<file path="config.mk">
export PLATFORM = sky130hd
export DESIGN_NAME = conv_layer_sched_flat
export DESIGN_NICKNAME = d
export VERILOG_FILES = /design/src/rtl/conv_layer_sched_pkg.sv /design/src/rtl/conv_layer_sched_if.sv /design/src/rtl/conv_layer_sched_delay_line.sv /design/src/rtl/conv_layer_sched.sv /design/src/flat_wrapper.sv
export SDC_FILE = /design/constraint.sdc
export NUM_CORES = 1
export LEC_CHECK = 0
export ABC_AREA = 1
export CAP_MARGIN = 40
export CORE_MARGIN = 1
export CORE_UTILIZATION = 56
export DETAILED_ROUTE_END_ITERATION = 6
export HOLD_SLACK_MARGIN = 0.12
export PLACE_DENSITY = 0.83
export SLEW_MARGIN = 5
export SYNTH_ARGS = -nofsm -noshare
export SYNTH_HDL_FRONTEND = slang
export SYNTH_HIERARCHICAL = 1
export SYNTH_SLANG_ARGS = --single-unit
</file>
<file path="constraint.sdc">
create_clock -name clk -period 7.8 [get_ports clk]
set_input_delay 1.56 -clock clk [delete_from_list [all_inputs] [get_ports clk]]
set_output_delay 1.56 -clock clk [all_outputs]
set_load 0.05 [all_outputs]
</file>
<file path="src/rtl/conv_layer_sched_pkg.sv">
// Shared types and defaults for the convolution layer sequencer.
// FSM state type, default layer geometry, index width and a counter-width helper.
package conv_layer_sched_pkg;

    typedef enum logic [2:0] {
        ST_IDLE,
        ST_BIAS,
        ST_ACC,
        ST_DRAIN,
        ST_WRITE,
        ST_DONE
    } state_t;

    localparam int DEF_DIM_IMG    = 32;
    localparam int DEF_DIM_OUT    = 32;
    localparam int DEF_DIM_KERNEL = 5;
    localparam int DEF_IN_CH      = 3;
    localparam int DEF_OUT_CH     = 32;
    localparam int DEF_STRIDE     = 1;
    localparam int DEF_PADDING    = 2;
    localparam int DEF_RD_LAT     = 1;
    localparam int DEF_AW         = 16;

    // Signed width for row/col/linear-address arithmetic; wide enough that padding offsets never wrap.
    localparam int IDX_W = 32;

    function automatic int cnt_w(input int n);
        return (n > 1) ? $clog2(n) : 1;
    endfunction

endpackage

</file>
<file path="src/rtl/conv_layer_sched_if.sv">
// Memory-read, MAC-control and writeback signals between the sequencer and the datapath.
// master = sequencer side, slave = SRAM/MAC/writeback side.
interface conv_layer_sched_if
    import conv_layer_sched_pkg::*;
#(
    parameter int AW = DEF_AW
) ();

    logic          img_rd_en;
    logic [AW-1:0] img_rd_addr;
    logic          w_rd_en;
    logic [AW-1:0] w_rd_addr;
    logic          bias_rd_en;
    logic [AW-1:0] bias_rd_addr;
    logic          acc_ld_bias;
    logic          acc_en;
    logic          out_valid;
    logic          out_ready;
    logic [AW-1:0] out_addr;

    modport master (
        output img_rd_en, img_rd_addr,
        output w_rd_en, w_rd_addr,
        output bias_rd_en, bias_rd_addr,
        output acc_ld_bias, acc_en,
        output out_valid, out_addr,
        input  out_ready
    );

    modport slave (
        input  img_rd_en, img_rd_addr,
        input  w_rd_en, w_rd_addr,
        input  bias_rd_en, bias_rd_addr,
        input  acc_ld_bias, acc_en,
        input  out_valid, out_addr,
        output out_ready
    );

endinterface

</file>
<file path="src/rtl/conv_layer_sched_delay_line.sv">
// Resettable DEPTH-stage shift register; aligns read strobes with SRAM read data at the MAC.
module conv_delay_line #(
    parameter int WIDTH = 1,
    parameter int DEPTH = 1
) (
    input  logic             clk,
    input  logic             reset,
    input  logic [WIDTH-1:0] din,
    output logic [WIDTH-1:0] dout
);

    // Stages packed LSB-first: newest sample at the bottom, oldest at the top.
    logic [DEPTH*WIDTH-1:0] taps;

    always_ff @(posedge clk) begin
        if (reset) begin
            taps <= '0;
        end else begin
            taps <= (DEPTH*WIDTH)'({taps, din});
        end
    end

    assign dout = taps[DEPTH*WIDTH-1 -: WIDTH];

endmodule

</file>
<file path="src/rtl/conv_layer_sched.sv">
// Convolution layer sequencer: walks output pixels and kernel taps, issues SRAM reads,
// drives MAC strobes and hands each finished pixel to the writeback port.
module conv_layer_sched
    import conv_layer_sched_pkg::*;
#(
    parameter int DIM_IMG    = DEF_DIM_IMG,
    parameter int DIM_OUT    = DEF_DIM_OUT,
    parameter int DIM_KERNEL = DEF_DIM_KERNEL,
    parameter int IN_CH      = DEF_IN_CH,
    parameter int OUT_CH     = DEF_OUT_CH,
    parameter int STRIDE     = DEF_STRIDE,
    parameter int PADDING    = DEF_PADDING,
    parameter int RD_LAT     = DEF_RD_LAT,
    parameter int AW         = DEF_AW
) (
    input  logic clk,
    input  logic reset,
    input  logic start,
    output logic busy,
    output logic done,
    conv_layer_sched_if.master sched
);

    localparam int IW = cnt_w(OUT_CH);
    localparam int JW = cnt_w(DIM_OUT);
    localparam int MW = cnt_w(DIM_KERNEL);
    localparam int LW = cnt_w(IN_CH);
    localparam int DW = cnt_w(RD_LAT);

    state_t state, state_nx;

    logic [IW-1:0] i, i_nx;
    logic [JW-1:0] j, j_nx;
    logic [JW-1:0] k, k_nx;
    logic [MW-1:0] m, m_nx;
    logic [MW-1:0] n, n_nx;
    logic [LW-1:0] l, l_nx;
    logic [DW-1:0] drain_cnt, drain_nx;

    logic img_en;
    logic bias_en;
    logic out_valid;
    logic tap_valid;

    logic signed [IDX_W-1:0] row, col;
    logic signed [IDX_W-1:0] img_lin, w_lin, out_lin;

    logic [1:0] dly_out;

    always_ff @(posedge clk) begin
        if (reset) begin
            state     <= ST_IDLE;
            i         <= '0;
            j         <= '0;
            k         <= '0;
            m         <= '0;
            n         <= '0;
            l         <= '0;
            drain_cnt <= '0;
        end else begin
            state     <= state_nx;
            i         <= i_nx;
            j         <= j_nx;
            k         <= k_nx;
            m         <= m_nx;
            n         <= n_nx;
            l         <= l_nx;
            drain_cnt <= drain_nx;
        end
    end

    always_comb begin
        state_nx  = state;
        i_nx      = i;
        j_nx      = j;
        k_nx      = k;
        m_nx      = m;
        n_nx      = n;
        l_nx      = l;
        drain_nx  = drain_cnt;
        img_en    = 1'b0;
        bias_en   = 1'b0;
        out_valid = 1'b0;
        busy      = (state != ST_IDLE);
        done      = (state == ST_DONE);

        unique case (state)
            ST_IDLE: begin
                if (start) state_nx = ST_BIAS;
            end

            ST_BIAS: begin
                bias_en  = 1'b1;
                state_nx = ST_ACC;
            end

            // One tap per cycle; padding taps still take their cycle but issue no read.
            ST_ACC: begin
                img_en = tap_valid;
                if (l == LW'(IN_CH - 1)) begin
                    l_nx = '0;
                    if (n == MW'(DIM_KERNEL - 1)) begin
                        n_nx = '0;
                        if (m == MW'(DIM_KERNEL - 1)) begin
                            m_nx     = '0;
                            drain_nx = '0;
                            state_nx = ST_DRAIN;
                        end else begin
                            m_nx = m + 1'b1;
                        end
                    end else begin
                        n_nx = n + 1'b1;
                    end
                end else begin
                    l_nx = l + 1'b1;
                end
            end

            ST_DRAIN: begin
                if (drain_cnt == DW'(RD_LAT - 1)) begin
                    drain_nx = '0;
                    state_nx = ST_WRITE;
                end else begin
                    drain_nx = drain_cnt + 1'b1;
                end
            end

            ST_WRITE: begin
                out_valid = 1'b1;
                if (sched.out_ready) begin
                    state_nx = ST_BIAS;
                    if (k == JW'(DIM_OUT - 1)) begin
                        k_nx = '0;
                        if (j == JW'(DIM_OUT - 1)) begin
                            j_nx = '0;
                            if (i == IW'(OUT_CH - 1)) begin
                                i_nx     = '0;
                                state_nx = ST_DONE;
                            end else begin
                                i_nx = i + 1'b1;
                            end
                        end else begin
                            j_nx = j + 1'b1;
                        end
                    end else begin
                        k_nx = k + 1'b1;
                    end
                end
            end

            ST_DONE: begin
                i_nx     = '0;
                j_nx     = '0;
                k_nx     = '0;
                m_nx     = '0;
                n_nx     = '0;
                l_nx     = '0;
                drain_nx = '0;
                state_nx = ST_IDLE;
            end

            default: state_nx = ST_IDLE;
        endcase
    end

    // Tap coordinates go negative at the top/left border, so all index math is signed.
    always_comb begin
        row       = IDX_W'(STRIDE * int'(j) + int'(m) - PADDING);
        col       = IDX_W'(STRIDE * int'(k) + int'(n) - PADDING);
        tap_valid = (row >= 0) && (row < DIM_IMG) && (col >= 0) && (col < DIM_IMG);
        img_lin   = (int'(l) * DIM_IMG + row) * DIM_IMG + col;
        w_lin     = IDX_W'(((int'(i) * IN_CH + int'(l)) * DIM_KERNEL + int'(m)) * DIM_KERNEL + int'(n));
        out_lin   = IDX_W'((int'(i) * DIM_OUT + int'(j)) * DIM_OUT + int'(k));
    end

    assign sched.img_rd_en    = img_en;
    assign sched.img_rd_addr  = img_en ? AW'(img_lin) : '0;
    assign sched.w_rd_en      = img_en;
    assign sched.w_rd_addr    = img_en ? AW'(w_lin) : '0;
    assign sched.bias_rd_en   = bias_en;
    assign sched.bias_rd_addr = bias_en ? AW'(i) : '0;
    assign sched.out_valid    = out_valid;
    assign sched.out_addr     = out_valid ? AW'(out_lin) : '0;

    conv_delay_line #(
        .WIDTH(2),
        .DEPTH(RD_LAT)
    ) u_dly (
        .clk  (clk),
        .reset(reset),
        .din  ({img_en, bias_en}),
        .dout (dly_out)
    );

    assign sched.acc_en      = dly_out[1];
    assign sched.acc_ld_bias = dly_out[0];

endmodule

</file>
<file path="src/flat_wrapper.sv">
// flat-port wrapper written by rule: the top's interface ports become plain ports
module conv_layer_sched_flat import conv_layer_sched_pkg::*;
#(
    parameter int DIM_IMG    = DEF_DIM_IMG,
    parameter int DIM_OUT    = DEF_DIM_OUT,
    parameter int DIM_KERNEL = DEF_DIM_KERNEL,
    parameter int IN_CH      = DEF_IN_CH,
    parameter int OUT_CH     = DEF_OUT_CH,
    parameter int STRIDE     = DEF_STRIDE,
    parameter int PADDING    = DEF_PADDING,
    parameter int RD_LAT     = DEF_RD_LAT,
    parameter int AW         = DEF_AW
)
  (clk, reset, start, busy, done, sched_img_rd_en, sched_img_rd_addr, sched_w_rd_en, sched_w_rd_addr, sched_bias_rd_en, sched_bias_rd_addr, sched_acc_ld_bias, sched_acc_en, sched_out_valid, sched_out_addr, sched_out_ready);
  conv_layer_sched_if #(.AW(AW)) sched_i ();
  input  logic clk;
  input  logic reset;
  input  logic start;
  output logic busy;
  output logic done;
  output wire logic [$bits(sched_i.img_rd_en)-1:0] sched_img_rd_en;
  output wire logic [$bits(sched_i.img_rd_addr)-1:0] sched_img_rd_addr;
  output wire logic [$bits(sched_i.w_rd_en)-1:0] sched_w_rd_en;
  output wire logic [$bits(sched_i.w_rd_addr)-1:0] sched_w_rd_addr;
  output wire logic [$bits(sched_i.bias_rd_en)-1:0] sched_bias_rd_en;
  output wire logic [$bits(sched_i.bias_rd_addr)-1:0] sched_bias_rd_addr;
  output wire logic [$bits(sched_i.acc_ld_bias)-1:0] sched_acc_ld_bias;
  output wire logic [$bits(sched_i.acc_en)-1:0] sched_acc_en;
  output wire logic [$bits(sched_i.out_valid)-1:0] sched_out_valid;
  output wire logic [$bits(sched_i.out_addr)-1:0] sched_out_addr;
  input wire logic [$bits(sched_i.out_ready)-1:0] sched_out_ready;
  assign sched_img_rd_en = sched_i.img_rd_en;
  assign sched_img_rd_addr = sched_i.img_rd_addr;
  assign sched_w_rd_en = sched_i.w_rd_en;
  assign sched_w_rd_addr = sched_i.w_rd_addr;
  assign sched_bias_rd_en = sched_i.bias_rd_en;
  assign sched_bias_rd_addr = sched_i.bias_rd_addr;
  assign sched_acc_ld_bias = sched_i.acc_ld_bias;
  assign sched_acc_en = sched_i.acc_en;
  assign sched_out_valid = sched_i.out_valid;
  assign sched_out_addr = sched_i.out_addr;
  assign sched_i.out_ready = sched_out_ready;
  conv_layer_sched #(.DIM_IMG(DIM_IMG), .DIM_OUT(DIM_OUT), .DIM_KERNEL(DIM_KERNEL), .IN_CH(IN_CH), .OUT_CH(OUT_CH), .STRIDE(STRIDE), .PADDING(PADDING), .RD_LAT(RD_LAT), .AW(AW)) u_core (.clk(clk), .reset(reset), .start(start), .busy(busy), .done(done), .sched(sched_i));
endmodule
</file>
[After elaboration in Yosys (flattened, before gate mapping)]
Index checks and enable logic that the tools add are counted.
Operators by class
  add/subtract/negate cells: 18
  multiply operators: 3
  divide/modulo/power cells: 0
  $lt $le $gt $ge: 4
  eq/ne operators: 19
  shift operators: 0
  multiplexer cells: 43
  bitwise logic cells: 0
  reductions and logical operators: 15
Operators with widths (number)
  32-bit by 1-bit >= comparator with 1-bit output, second input constant: 2
  32-bit by 7-bit less-than comparator with 1-bit output, second input constant: 2
  5-bit two-way mux: 10
  16-bit two-way mux: 3
  3-bit two-way mux: 14
  32-bit by 3-bit adder with 32-bit output: 1
  32-bit by 4-bit adder with 32-bit output: 1
  32-bit by 4-bit multiplier with 16-bit output, second input constant: 1
  32-bit by 4-bit multiplier with 32-bit output, second input constant: 1
  5-bit one-hot mux with 2 select lines: 3
  16-bit adder: 1
  16-bit by 4-bit adder with 16-bit output: 1
  16-bit by 6-bit adder with 16-bit output: 1
  5-bit by 1-bit adder with 5-bit output, second input constant: 3
  5-bit equality test, second input constant: 3
  3-bit one-hot mux with 5 select lines: 1
  6-bit by 2-bit subtractor with 7-bit output, second input constant: 2
  5-bit by 3-bit adder with 6-bit output: 2
  3-bit equality test, second input constant: 4
  3-bit one-hot mux with 2 select lines: 2
  10-bit by 5-bit adder with 11-bit output: 1
  8-bit by 11-bit adder with 11-bit output: 1
  2-bit by 1-bit != test with 1-bit output, second input constant: 5
  4-bit AND reduction: 2
  other kinds (19): 35
Word-level totals
  bits in registers: 29
  latch bits: 0
  RAM bits: 0
  ROM bits: 0
  input port bits: 4
  output and inout bits: 72
  logic and storage cells: 111
  memories kept: 0

[Logic depth before layout (Yosys ltp)]
  depth after elaboration: 8
  gate-level depth with buffers: 29
  depth with buffers taken out: 29

[Cells and area by module]
Netlist, hierarchy kept.
By module, submodules not included
  conv_layer_sched: times used 1, cells each 707, area each 4556.9 um^2, seq. area each 520.5 um^2
  conv_delay_line: times used 1, cells each 6, area each 55.1 um^2, seq. area each 40.0 um^2

[Worst setup path before layout]
No wires, ideal clock.
  path type: register to output
  from: register u_core.i[0]
  to: output port sched_w_rd_addr[11]
  data arrival time: 5213 ps
  required time: 6240 ps
  path slack: 1027 ps
  stages on the path, launching flop included: 24
  path buffers: 0
  cell sequence: dfxtp_1 fa_1 ha_1 inv_1 fa_1 xnor2_1 ha_1 ha_1 ha_1 or2_2 nand3b_1 nand2_1 nand2_1 nand2_1 ha_1 ha_1 ha_1 a21oi_1 nand2_1 nand2_1 nand3_1 nand2_1 nand2_1 nor2_1
Between the ends
  word-level cells in the longest chain between the ends: 7
RTL lines
  from (decl): line conv_layer_sched.sv:32  | logic [IW-1:0] i, i_nx;
  from (signal assigned): line conv_layer_sched.sv:62  | i <= i_nx;
  5-bit by 2-bit multiplier with 7-bit output: line conv_layer_sched.sv:172  | w_lin = IDX_W'(((int'(i) * IN_CH + int'(l)) * DIM_KERNEL + int'(m)) * DIM_KERNEL + int'(n));
  32-bit by 3-bit adder with 32-bit output: line conv_layer_sched.sv:172
  32-bit by 4-bit multiplier with 32-bit output: line conv_layer_sched.sv:172
  32-bit by 4-bit adder with 32-bit output: line conv_layer_sched.sv:172
  32-bit by 4-bit multiplier with 16-bit output: line conv_layer_sched.sv:172
  16-bit by 4-bit adder with 16-bit output: line conv_layer_sched.sv:172
  16-bit two-way mux: line conv_layer_sched.sv:179  | assign sched.w_rd_addr = img_en ? AW'(w_lin) : '0;
  to (decl): line flat_wrapper.sv:24  | output wire logic [$bits(sched_i.w_rd_addr)-1:0] sched_w_rd_addr;
Every way passes these cells.

[Final worst setup path]
  from: register u_core.i[0]
  to: output port sched_w_rd_addr[12]
Same word-level chain as after synthesis.

==> impl_results.md <==
* Outcome: complete, no violations
* Insertion delay to the later sink of the worst-skew pair at 0.28 ns
* Ratio of final minimum period to clock period at 94.2%
* Netlist area before placement at 4610 um^2
* Depth of the worst register-to-register path at 15
* Library cell appearing most often on the critical path: sky130_fd_sc_hd__nand2_1
* Estimated wirelength of the detail-placed design at 8.76 mm
* PD cells at 202 nW/um^2
* Worst ir drop on vdd at 0.000243 V
* Switching component of the power at 0.000567 W
* Quantity of I/O buffers inserted on ports at 60
* Number of antenna violations at the first check in global routing at 0
* Largest stage delay on the critical path at 0.56 ns
* Crit path buf inv count at 3
* Slowest CP cell: sky130_fd_sc_hd__fa_1
* Clock Path Buffers at 2
* Setup fix buffers added after clock tree synthesis at 0
* Critical path startpoint category: flop
* Register bit total from synthesis at 28
* Number of warnings issued by yosys at 6
* Worst path arrival time at 5.79 ns
* Launch instance of the worst min-delay path: u_core/m[1]$_SDFFE_PP0P_
* Clock transition at the registers of the reported paths at 0.10 ns
* RSZ-0062 raised after global routing: no
* R2r endpoint: u_core/u_dly/dout[1]$_SDFF_PP0_
* P_leak at 2.95 nW
* Worst-margin pin slew at 0.592 ns
* Sequential share of the synthesized area at 12.2%
* Chip height at 92.8 um
* Worst Hold Depth at 2
* Logic pwr share at 71.1%
* Final-report hold violation count at 0
* Number of DRC violations after detailed routing at 0
* Via count at 4488
* Fmax at 136 MHz
* Largest net degree at the start of global routing at 27
* Level count of the clock H-tree at 1
* Number of top-level pins at 76
* Minimum clock period at 7.35 ns
* Global-route wire length before repair at 18.5 mm
* RR Startpoint: u_core/k[1]$_SDFFE_PP0P_
* Kind of path behind the tightest hold check: reg -> reg
* MaxCap Viol Count at 0
* Inserted Clock Buffers at 3
* Routed wire length at 10.5 mm
* Starting density of the core at 58.8%
* Area added between synthesis and finish at 14.8%
* Endpoint class of the critical path: output pin
* Util after Layout at 67.5%
* Number of clock sinks at 28
* Total Negative Setup Slacks at 0 ns
* RePlAce Congestion at 0.930
* Cells after synthesis at 713
* Mean cell area of the mapped netlist at 6.47 um^2
* Number of rows created at floorplan at 32
* DIE AREA at 8600 um^2
* Global-route congestion overflow total at 0
* Sequential group share of total power at 18.0%
* WP data required at 6.24 ns
* Filler Cell Count at 683
* Per-cell via count in the routed design at 5.15
* Largest fanout on the critical path at 6
* Sw Ratio at 53.0%
* Placeable core region at 7850 um^2
* Internal Power at 0.000503 W
* Count of final max-slew check failures at 0
* Setup violation total in the final timing report at 0
* Count of nets after finishing at 873
* CTS Root Buffer Type: sky130_fd_sc_hd__clkbuf_8
* Slew headroom at 60.4%
* Fraction of layout cells with a size suffix above 1 at 5.33%
* Worst path top cell family by delay: adder cells
* Proportion of power drawn by the clock network at 10.9%
* Unique cell type count in the Yosys netlist at 37
* GR Util All Layers at 25.6%
* Via count of the first global-routing pass at 4380
* Type of the worst setup path: reg -> out
* Wire length per cell after detailed routing at 12.1 um
* Count of antenna-violating nets left after detailed routing at 0
* Clock tree from TritonCTS: done
* Antenna Cells at 0
* Initial DRC count at 160
* Hold endpoint: u_core/m[1]$_SDFFE_PP0P_
* Final Skew at 0.00659 ns
* Floorplan die width at 92.8 um
* First-pass iteration count of the detailed router at 5
* Worst R2R Setup Slack at 5.02 ns
## tightest hold or removal path, cell delays in order (launching register included)
cell	delay, ns
sky130_fd_sc_hd__dfxtp_1	0.36
sky130_fd_sc_hd__nand2_1	0.07
sky130_fd_sc_hd__a21oi_1	0.06
## cell usage in the layout (no fill, tap or decap), types with 9 or more instances in the layout
cell type	Yosys	routed
sky130_fd_sc_hd__clkdlybuf4s50_1	0	52
sky130_fd_sc_hd__inv_1	119	119
sky130_fd_sc_hd__nor2_2	9	9
sky130_fd_sc_hd__dfxtp_1	28	28
sky130_fd_sc_hd__nand4_1	13	13
sky130_fd_sc_hd__nand3_1	47	47
sky130_fd_sc_hd__conb_1	1	15
sky130_fd_sc_hd__xor2_1	12	12
sky130_fd_sc_hd__a21oi_1	35	35
sky130_fd_sc_hd__xnor2_1	14	14
sky130_fd_sc_hd__nand2_1	173	173
sky130_fd_sc_hd__ha_1	91	91
sky130_fd_sc_hd__nor2_1	89	89
## routing by layer
layer / share of wire (%) / up-vias / global-route usage [%]
met5: 0 / - / 0
met1: 43 / 2030 / 28.9
li1: - / 2326 / -
met2: 51 / 112 / 50.0
met3: 3.6 / 20 / 2.13
met4: 2.5 / 0 / 8.46
## area by class of cell
type | count | area (um^2) | area share, %
multi-input combinational | 553 | 3470 | 65.5
inverter | 124 | 468 | 8.84
sequential | 28 | 561 | 10.6
clock inverter | 1 | 30.0 | 0.567
tap | 102 | 128 | 2.41
clock buffer | 3 | 41.3 | 0.780
timing repair buffer | 60 | 598 | 11.3
## cell families after synthesis
logic type	Yosys count	share of synthesized area, %
fa+ha+maj	99	28.2
other cells	1	0.0813
simple gates	363	35.0
buf+inv	146	13.7
flops	28	12.2
compound gates	50	5.97
xor+xnor	26	4.94
## synthesized netlist by cell type
cell type                  count  area (um^2)
sky130_fd_sc_hd__a211oi_1      1         7.51
sky130_fd_sc_hd__a21o_1        1         7.51
sky130_fd_sc_hd__a21oi_1      35          175
sky130_fd_sc_hd__a31oi_1       2         12.5
sky130_fd_sc_hd__and2_0        1         6.26
sky130_fd_sc_hd__and2_1        1         6.26
sky130_fd_sc_hd__buf_4        18          135
sky130_fd_sc_hd__buf_6         2         22.5
sky130_fd_sc_hd__clkbuf_1      2         7.51
sky130_fd_sc_hd__clkinv_1      1         3.75
sky130_fd_sc_hd__conb_1        1         3.75
sky130_fd_sc_hd__dfxtp_1      28          561
sky130_fd_sc_hd__fa_1          8          160
sky130_fd_sc_hd__ha_1         91         1140
sky130_fd_sc_hd__inv_1       119          447
sky130_fd_sc_hd__inv_2         3         11.3
sky130_fd_sc_hd__inv_4         1         6.26
sky130_fd_sc_hd__nand2_1     173          649
sky130_fd_sc_hd__nand2_2       8         50.1
sky130_fd_sc_hd__nand2_4       4         45.0
sky130_fd_sc_hd__nand3_1      47          235
sky130_fd_sc_hd__nand3_2       2         20.0
sky130_fd_sc_hd__nand3b_1      7         52.6
sky130_fd_sc_hd__nand4_1      13         81.3
sky130_fd_sc_hd__nor2_1       89          334
sky130_fd_sc_hd__nor2_2        9         56.3
sky130_fd_sc_hd__nor2_4        2         22.5
sky130_fd_sc_hd__nor2_8        1         20.0
sky130_fd_sc_hd__nor3_1        3         15.0
sky130_fd_sc_hd__nor4_1        1         6.26
sky130_fd_sc_hd__o211ai_1      1         7.51
sky130_fd_sc_hd__o21ai_0       8         40.0
sky130_fd_sc_hd__o21ai_2       1         8.76
sky130_fd_sc_hd__o21ai_4       1         16.3
sky130_fd_sc_hd__or2_2         2         12.5
sky130_fd_sc_hd__xnor2_1      14          123
sky130_fd_sc_hd__xor2_1       12          105
## sequential cells by signal (all words and copies together), names as in the netlist
signal             cells
u_core/state           3
u_core/j               5
u_core/k               5
u_core/l               2
u_core/u_dly/dout      2
u_core/m               3
u_core/i               5
u_core/n               3
## repair_timing
action / in CTS / in global routing
endpoints found under the setup margin: 0 / 8
gates resized for setup: 0 / 11
hold buffers: 0 / 0
## worst max-delay path by stage
stage                                        start                  end  slack, ns  cells after the start
final                     u_core/i[0]$_SDFFE_PP0P_  sched_w_rd_addr[12]       0.45                     27
after global routing      u_core/i[0]$_SDFFE_PP0P_  sched_w_rd_addr[12]       0.05                     27
after CTS                 u_core/i[0]$_SDFFE_PP0P_  sched_w_rd_addr[10]       0.02                     27
after detailed placement  u_core/i[0]$_SDFFE_PP0P_  sched_w_rd_addr[10]       0.35                     27
after global placement    u_core/i[0]$_SDFFE_PP0P_   sched_w_rd_addr[9]       0.57                     24
after floorplan           u_core/i[0]$_SDFFE_PP0P_  sched_w_rd_addr[11]       1.03                     23
## per-stage QoR
| step | total power (W) | hold WS (ns) | cell area [um^2] | setup WS (ns) | instances |
|---|---|---|---|---|---|
| after floorplan | 0.000795 | 0.465 | 4660 | 1.03 | 727 |
| after global placement | 0.000930 | 0.498 | 5230 | 0.570 | 867 |
| after CTS | 0.00107 | 0.524 | 5300 | 0.0177 | 871 |
| after detailed placement | 0.000952 | 0.508 | 5230 | 0.352 | 867 |
| final | 0.00107 | 0.524 | 5300 | 0.450 | 871 |
| after global routing | 0.00119 | 0.559 | 5300 | 0.0475 | 871 |
## power by group through the flow
stage	sequential (W)	clock (W)	combinational (W)
after floorplan	0.000192	0	0.000603
after global placement	0.000193	0	0.000737
after detailed placement	0.000195	0	0.000757
after CTS	0.000192	0.000118	0.000764
after global routing	0.000196	0.000126	0.000872
final	0.000193	0.000117	0.000760
(Power assumes the default switching activity.)
